**src/rtl/data_bus_master.sv**
```systemverilog
// data_bus_master: memory-stage bus master between the pipeline MEM stage and the
// data-bus decoder. Takes one load or store per instruction and drives the bus
// address, write data and read/write strobes. It holds the request until waitreq
// drops, waits out the device read latency, and returns load data. The pipeline is
// stalled for the whole transaction, and a one-cycle done pulse ends it. A bus
// error is flagged when waitreq stays high too long or the request is illegal.
//
// Ports:
//   clk_i, rst_ni            clock, asynchronous active-low reset
//   mem_read_i, mem_write_i  pipeline load / store request
//   mem_addr_i, store_data_i request address ([15:12] = device select) and store data
//   stall_o                  hold the MEM stage (combinational)
//   done_o                   one-cycle completion pulse
//   load_data_o              load result, valid with done_o
//   bus_error_o              timeout or illegal request, valid with done_o
//   data_addr_o              registered bus address
//   bus_wr_data_o            registered bus write data
//   read_data_o              bus read strobe
//   write_data_o             bus write strobe
//   bus_rd_data_i            bus read data
//   waitreq_i                bus wait request
module data_bus_master #(
    parameter int unsigned READ_LATENCY = 1,  // 1..7
    parameter int unsigned TIMEOUT      = 15  // 1..255
) (
    input  logic        clk_i,
    input  logic        rst_ni,
    input  logic        mem_read_i,
    input  logic        mem_write_i,
    input  logic [15:0] mem_addr_i,
    input  logic [15:0] store_data_i,
    output logic        stall_o,
    output logic        done_o,
    output logic [15:0] load_data_o,
    output logic        bus_error_o,
    output logic [15:0] data_addr_o,
    output logic [15:0] bus_wr_data_o,
    output logic        read_data_o,
    output logic        write_data_o,
    input  logic [15:0] bus_rd_data_i,
    input  logic        waitreq_i
);

    typedef enum logic [1:0] {StIdle, StReq, StRdWait, StResp} state_e;

    localparam logic [2:0] LatInit = 3'(READ_LATENCY - 1);
    // Abort on the edge where the count would reach TIMEOUT.
    localparam logic [7:0] ToLast  = 8'(TIMEOUT - 1);

    state_e      state_q;
    logic        is_read_q;
    logic [7:0]  to_cnt_q;
    logic [2:0]  lat_cnt_q;
    logic [15:0] data_addr_q;
    logic [15:0] bus_wr_data_q;
    logic [15:0] load_data_q;
    logic        read_q;
    logic        write_q;
    logic        done_q;
    logic        bus_error_q;

    always_ff @(posedge clk_i or negedge rst_ni) begin
        if (!rst_ni) begin
            state_q       <= StIdle;
            is_read_q     <= 1'b0;
            to_cnt_q      <= '0;
            lat_cnt_q     <= '0;
            data_addr_q   <= '0;
            bus_wr_data_q <= '0;
            load_data_q   <= '0;
            read_q        <= 1'b0;
            write_q       <= 1'b0;
            done_q        <= 1'b0;
            bus_error_q   <= 1'b0;
        end else begin
            unique case (state_q)
                StIdle: begin
                    if (mem_read_i && mem_write_i) begin
                        // Illegal: no bus activity, report the error straight away.
                        done_q      <= 1'b1;
                        bus_error_q <= 1'b1;
                        load_data_q <= '0;
                        state_q     <= StResp;
                    end else if (mem_read_i || mem_write_i) begin
                        data_addr_q   <= mem_addr_i;
                        bus_wr_data_q <= store_data_i;
                        is_read_q     <= mem_read_i;
                        read_q        <= mem_read_i;
                        write_q       <= mem_write_i;
                        to_cnt_q      <= '0;
                        state_q       <= StReq;
                    end
                end
                StReq: begin
                    if (!waitreq_i) begin
                        read_q  <= 1'b0;
                        write_q <= 1'b0;
                        if (is_read_q) begin
                            lat_cnt_q <= LatInit;
                            state_q   <= StRdWait;
                        end else begin
                            done_q      <= 1'b1;
                            bus_error_q <= 1'b0;
                            load_data_q <= '0;
                            state_q     <= StResp;
                        end
                    end else if (to_cnt_q == ToLast) begin
                        read_q      <= 1'b0;
                        write_q     <= 1'b0;
                        done_q      <= 1'b1;
                        bus_error_q <= 1'b1;
                        load_data_q <= '0;
                        state_q     <= StResp;
                    end else begin
                        to_cnt_q <= to_cnt_q + 8'd1;
                    end
                end
                StRdWait: begin
                    if (lat_cnt_q == 3'd0) begin
                        load_data_q <= bus_rd_data_i;
                        done_q      <= 1'b1;
                        bus_error_q <= 1'b0;
                        state_q     <= StResp;
                    end else begin
                        lat_cnt_q <= lat_cnt_q - 3'd1;
                    end
                end
                StResp: begin
                    done_q      <= 1'b0;
                    bus_error_q <= 1'b0;
                    state_q     <= StIdle;
                end
                default: begin
                    state_q <= StIdle;
                end
            endcase
        end
    end

    assign stall_o       = (mem_read_i | mem_write_i) & ~done_q;
    assign done_o        = done_q;
    assign load_data_o   = load_data_q;
    assign bus_error_o   = bus_error_q;
    assign data_addr_o   = data_addr_q;
    assign bus_wr_data_o = bus_wr_data_q;
    assign read_data_o   = read_q;
    assign write_data_o  = write_q;

endmodule
```
**config.mk**
```make
export PLATFORM = sky130hd
export DESIGN_NAME = data_bus_master
export DESIGN_NICKNAME = d
export VERILOG_FILES = /design/src/rtl/data_bus_master.sv
export SDC_FILE = /design/constraint.sdc
export NUM_CORES = 1
export LEC_CHECK = 0
export ABC_AREA = 1
export BUFFER_PORTS_ARGS = -buffer_cell sky130_fd_sc_hd__buf_2
export CORE_UTILIZATION = 45
export DETAILED_ROUTE_END_ITERATION = 8
export PLACE_DENSITY_LB_ADDON = 0.15
export SYNTH_ARGS = -nofsm -noshare
export SYNTH_HDL_FRONTEND = slang
export SYNTH_SLANG_ARGS = --single-unit
```
**constraint.sdc**
```tcl
create_clock -name clk_i -period 4.5 [get_ports clk_i]
set_clock_uncertainty 0.2 [all_clocks]
set_input_delay 0.225 -clock clk_i [delete_from_list [all_inputs] [get_ports clk_i]]
set_output_delay 0.225 -clock clk_i [all_outputs]
set_load 0.005 [all_outputs]
```
==> flow_metrics.tcl, run 1 <==
set metrics [dict create \
    required_ns 4.52 \
    yosys.area.top_type "dfrtp_1" \
    grt_pass1_wl_um 11300 \
    setup_viol_count_final 0 \
    finalNetCount 524 \
    drc 0 \
    ant_nets 0 \
    antenna_found_initial 0 \
    hold_class "in -> reg" \
    numCtsBuffers 9 \
    regArea_um2 1650 \
    peakVddDrop_v 0.000260 \
    status "finished, final reports clean" \
    finalSetupTns_ns 0 \
    fmax_mhz 397 \
    num_vias 2609 \
    placementRows 30 \
    critPathCaptureType "flop" \
    drt_first_iter_violations 66 \
    start_util 0.463 \
    cts_max_path_buffers 2 \
    multiInputGateArea_um2 1330 \
    netlist_area_um2 3130 \
    avgSynthCellArea_um2 9.93 \
    ios 106 \
    arrival_ns 2.54 \
    synth_warnings 0 \
    gp_congestion 0.836 \
    ctsResizeCount 0 \
    drive_gt1_frac 0.300 \
    leakage_nw 2.25 \
    critPathMaxFanout 19 \
    rsz0062_at_grt "no" \
    dp.cells 493 \
    dpl.hpwl_um 4430 \
    relSlewSlack 0.412 \
    cts_root_buf "clkbuf_8" \
    power.density_nw_per_um2 608 \
    path_class "reg -> reg" \
    fin_cells 546 \
    cts.sinks 66 \
    cts-htree-levels 3 \
    dieArea_um2 7290 \
    firstDrtPassIters 4 \
    layout_min_cycle_time_ns 2.52 \
    grt_max_degree 67 \
    worst_pin_slew_ns 0.882 \
    die_w_um 85.4 \
    clock_latency_ns 0.33 \
    syn_to_final_growth_pct 36.6 \
    hold_depth 4 \
    core_area_um2 6760 \
    critPathLaunchType "flop" \
    finalHoldViolations 0 \
    die_h_um 85.4 \
    critPathMaxStageDelay_ns 0.52 \
    cp_cell_sequence "inv_1 -> ha_1 -> nand2_4 -> nand2_2 -> nor3_4 -> nand2_4 -> nand2_1 -> nand2_1" \
    syn_inst 315 \
    slew_viol_final 0 \
    cts_setup_buffers 0 \
    synth_top_area_share 0.528 \
    postSynthNetCount 378 \
    wirelength_um 6880 \
    synth_seq_area_share 0.528 \
    ctsHoldBuffers 37 \
    n_fill_cell 557 \
    synthTopCellsByArea "dfrtp_1 (53%), nand2_1 (12%), mux2_1 (10%)" \
    yosys_register_bits 66 \
    clk_pin_slew_ns 0.07 \
    viasPerCell 4.78 \
    overflow 0 \
    layout_commonest_cell "buf_2" \
    cts_tree "done" \
    drt-wirelength-per-cell_um 12.6 \
    synth_cell_types 29 \
    slowest_stage "nor3_4" \
    total_power_mw 2.60 \
    layout_common_cells "buf_2 (105), nand2_1 (102), dfrtp_1 (66)" \
    worstRegToRegCells 8 \
    finalCritPeriodShare 0.559 \
    grtUsageTotal 0.198 \
    grt_pass1_vias 2453 \
    cap_violations 0 \
    port_buffers 105 \
    antenna_cells 0 \
]
## routing by layer
layer,part of all wire,global-route usage,up-vias
met1,0.47,0.262,1216
met5,0,0,-
met4,0.014,0.0636,0
met2,0.46,0.315,66
li1,-,-,1319
met3,0.054,0.0574,8
## state kept, by name (all words and copies together) (netlist names), 2 cells and up
signal	flops
bus_wr_data_o	16
state_q	2
to_cnt_q	8
lat_cnt_q	3
load_data_o	16
data_addr_o	16
## synth_stat cells, drive strengths merged
library cell    n
clkinv          1
nand3          14
xor2            2
clkbuf          1
o22ai           1
and2            1
mux2           32
nand3b         17
a21boi          1
ha             10
nand2         107
dfrtp          66
inv            19
a21oi           1
nor3            2
nor2           17
buf             8
o21ai          13
o21bai          2
## per-stage QoR
stage	hold WS (ns)	area, µm²	setup slack (ns)	util
2_1_floorplan	-0.271	3130	2.66	-
3_3_place_gp	0.238	3700	2.10	0.547
3_5_place_dp	0.240	3700	1.99	0.547
4_1_cts	0.00400	4270	1.97	0.632
5_1_grt	0.00804	4270	1.77	0.632
6_report	0.0168	4270	1.98	0.632
## critical path: cells and delay by family, from the launching register on
family | cells | cell delay, ns
flip-flops | 1 | 0.39
AND/OR/NAND/NOR | 6 | 1.27
buffers and inverters | 1 | 0.10
adder cells (fa/ha/maj) | 1 | 0.45
## layout make-up
class	instances	area share
clock buffer	10	0.0322
clock inverter	6	0.0155
inverter	20	0.0176
multi-input combinational	220	0.311
sequential	66	0.387
tap	80	0.0234
timing repair buffer	144	0.213
## cell families (layout without fill, tap and decap cells)
logic type	after synthesis	count (layout)	share of synthesized area
simple gates	158	158	0.231
flops	66	66	0.528
mux	32	32	0.115
buf+inv	29	180	0.0468
compound gates	18	18	0.0328
fa+ha+maj	10	10	0.0400
xor+xnor	2	2	0.00560
## report_power, final
group	internal (mW)	switching, mW	leakage (nW)	total [mW]
Sequential	0.865	0.139	0.831	1.00
Clock	0.272	0.233	0.106	0.505
Combinational	0.482	0.607	1.31	1.09
## worst paths after layout
path | startpoint | end | slack [ns]
worst max-delay path | state_q[0]$_DFFE_PN0P_ | load_data_o[4]$_DFFE_PN0P_ | 1.98
worst min-delay path | bus_rd_data_i[9] | load_data_o[9]$_DFFE_PN0P_ | 0.02
worst max register to register | state_q[0]$_DFFE_PN0P_ | load_data_o[4]$_DFFE_PN0P_ | 1.98
worst min register to register | load_data_o[13]$_DFFE_PN0P_ | load_data_o[13]$_DFFE_PN0P_ | 0.27
max in group asynchronous | rst_ni | is_read_q$_DFFE_PN0P_ | 3.16
min in group asynchronous | rst_ni | load_data_o[13]$_DFFE_PN0P_ | 0.40
Note: power is estimated with default switching activity, not from simulation.
==> inputs of run 2 (changes only) <==
ABC_AREA = 0   (was 1)
clock period = 2.1 ns   (was 4.5 ns; I/O delays follow)
==> run 2 against run 1 <==
  * The run now ends with design-rule violations left
  * Register-to-register slack got worse by 1.9 ns
  * Core utilization rose by 7.3 points
  * Routed wire length grew 8.5%
  * Area after synthesis shrank 1.9%
  * Cell area increased by 6.7%
  * Count of clock-buffer cells in the layout unchanged
  * Non-clock buffer count up 31
  * Combinational power up 150%
  * Critical path depth did not move
  * Sequential power rose by 110%
  * Flip-flop and latch count unchanged
  * Die area decreased by 1.8%
  * Critical endpoint is now read_data_o$_DFFE_PN0P_
  * Largest cell class unchanged
==> flow_metrics.tcl, run 2 <==
set metrics [dict create \
    yosysMostFrequentCell "dfrtp_1" \
    cts.sinks 66 \
    place_worst_setup_slack_ns 0.0798 \
    synth_seq_area_share 0.538 \
    relSlewSlack 0.625 \
    start_util 0.475 \
    finalSetupTns_ns 0 \
    path_class "in -> reg" \
    synth_top_area_share 0.538 \
    cap_violations 0 \
    cts_root_buf "clkbuf_8" \
    finalNetCount 506 \
    syn_to_final_growth_pct 48.5 \
    startpoint "mem_read_i" \
    met3_length_um 449 \
    drc 3 \
    synth_warnings 0 \
    ant_nets 0 \
    grt_pass1_vias 2681 \
    finalCritPeriodShare 0.962 \
    critPathMaxFanout 5 \
    cp_cell_sequence "dlygate4sd3_1 -> buf_2 -> inv_1 -> ha_1 -> or3b_2 -> o21ai_1 -> nand2_1 -> a22o_1" \
    placementRows 29 \
    worst_hold_slack_ns 0.119 \
    crit_family "buffers and inverters" \
    syn_inst 268 \
    netlist_area_um2 3070 \
    top_layer "met4" \
    status "finished with violations" \
    peakVddDrop_v 0.000798 \
    worst_pin_slew_ns 0.558 \
    rsz0062_at_grt "no" \
    grtUsageTotal 0.223 \
    numCtsBuffers 9 \
    cts_max_path_buffers 2 \
    stdcell_area_um2 4550 \
    layout_min_cycle_time_ns 2.02 \
    clock_latency_ns 0.34 \
    cts-htree-levels 3 \
    cts_tree "done" \
    worstRegToRegCells 6 \
    num_vias 2647 \
    postSynthNetCount 331 \
    drt-wirelength-per-cell_um 14.2 \
    finalWorstSetupSlack_ns 0.0798 \
    arrival_ns 2.04 \
    dpl.hpwl_um 4590 \
    synth_commonest_cells "dfrtp_1 (66), mux2_2 (32), nand2_1 (31)" \
    rr_startpoint "state_q[1]$_DFFE_PN0P_" \
    ios 106 \
    required_ns 2.12 \
    synth-edff-count 0 \
    yosys.area.top_type "dfrtp_1" \
    fin_cells 525 \
    yosys_register_bits 66 \
    critPathCaptureType "flop" \
    port_buffers 105 \
    drt_first_iter_violations 135 \
    placed_cell_area_um2 3800 \
    grt_pass1_wl_um 12500 \
    drive_gt1_frac 0.395 \
    synth_cell_types 40 \
    slowest_stage "dlygate4sd3_1" \
    slew_viol_final 0 \
    firstDrtPassIters 6 \
    dieArea_um2 7150 \
    avgSynthCellArea_um2 11.4 \
    setup_viol_count_final 0 \
    violations "design-rule violations" \
    wl_met1_um 3140 \
    synthArstFlopShare 1.00 \
    leakage_nw 2.29 \
    wirelength_um 7470 \
    layout_common_cells "buf_2 (105), dfrtp_1 (66), dlygate4sd3_1 (52)" \
    core_area_um2 6460 \
    antenna_cells 0 \
    synth_flop_cell "dfrtp_1" \
    worst-path-buf-inv 3 \
    synthTopCellsByArea "dfrtp_1 (54%), mux2_2 (12%), mux2i_1 (5.5%)" \
    wl_met2_um 3710 \
    die_w_um 84.6 \
    antenna_found_initial 0 \
    fmax_mhz 495 \
    overflow 0 \
    finalHoldViolations 0 \
    grt_max_degree 67 \
    hold_class "in -> async" \
    layout_commonest_cell "buf_2" \
    power.density_nw_per_um2 1310 \
    r2r_end "read_data_o$_DFFE_PN0P_" \
    viasPerCell 5.04 \
    clk_pin_slew_ns 0.08 \
    r2r_setup_slack_ns 0.13 \
    critPathMaxStageDelay_ns 0.52 \
    critPathLaunchType "input pin" \
    die_h_um 84.6 \
    gp_congestion 0.804 \
    dp.cells 457 \
]
## run 2: cell types whose count changed after synthesis, moves of 6 or more
cell,before,now
nor2_1,17,9
mux2_2,4,32
clkbuf_1,1,7
mux2i_1,0,17
mux2_1,28,0
inv_1,15,29
nand3b_1,17,0
nand2_1,102,31
## run 2: area by class of cell
| class | count | area, µm² |
|---|---|---|
| Tap cell | 77 | 96.3 |
| Timing Repair Buffer | 175 | 1220 |
| Inverter | 29 | 109 |
| Fill cell | 460 | 1900 |
| Clock buffer | 10 | 138 |
| Clock inverter | 6 | 88.8 |
| Sequential cell | 66 | 1650 |
| Multi-Input combinational cell | 162 | 1250 |
## run 2: through the flow
stage	total power, mW	utilization
5_1_grt	6.38	0.705
3_3_place_gp	4.59	0.588
6_report	5.97	0.705
4_1_cts	5.96	0.704
2_1_floorplan	3.65	-
3_5_place_dp	4.67	0.588
## run 2: what timing repair did
| action | in CTS | in global routing |
|---|---|---|
| resized for setup | 0 | 4 |
| buffers inserted | 0 | 0 |
| endpoints found under the setup margin | 0 | 6 |
| endpoints found under the hold margin | 118 | 0 |
| hold buffers | 52 | 0 |
## run 2: logic make-up (layout without fill, tap and decap cells)
group,Yosys count,in the layout,synth area share
and+or+nand+nor,70,70,0.111
adders and majority gates,10,10,0.0408
AOI/OAI and AO/OA,33,33,0.0812
DFF,66,66,0.538
buffers and inverters,40,220,0.0559
muxes,49,49,0.173
## run 2: worst max-delay path by stage
stage                                          to  slack, ns  depth (start not counted)
after CTS                 to_cnt_q[5]$_DFFE_PN0P_       0.06                          8
after detailed placement  to_cnt_q[5]$_DFFE_PN0P_       0.08                          6
after floorplan           to_cnt_q[6]$_DFFE_PN0P_      0.006                          8
after global routing      to_cnt_q[0]$_DFFE_PN0P_     0.0002                          6
after global placement    to_cnt_q[5]$_DFFE_PN0P_       0.15                          6
final                     read_data_o$_DFFE_PN0P_       0.08                          8
## run 2: power by group
part	switching (mW)	total (mW)	internal (mW)
clock	0.506	1.21	0.703
combinational	1.26	2.69	1.43
sequential	0.273	2.08	1.80
## run 2: metal layers
layer	GRT usage	vias up
met5	0	-
met4	0.108	0
met3	0.0541	15
met2	0.378	94
met1	0.269	1264
li1	-	1274
## run 2: worst min-delay path: cells and delay by family
kind | cells | cell delay, ns
buffers and inverters | 3 | 0.95
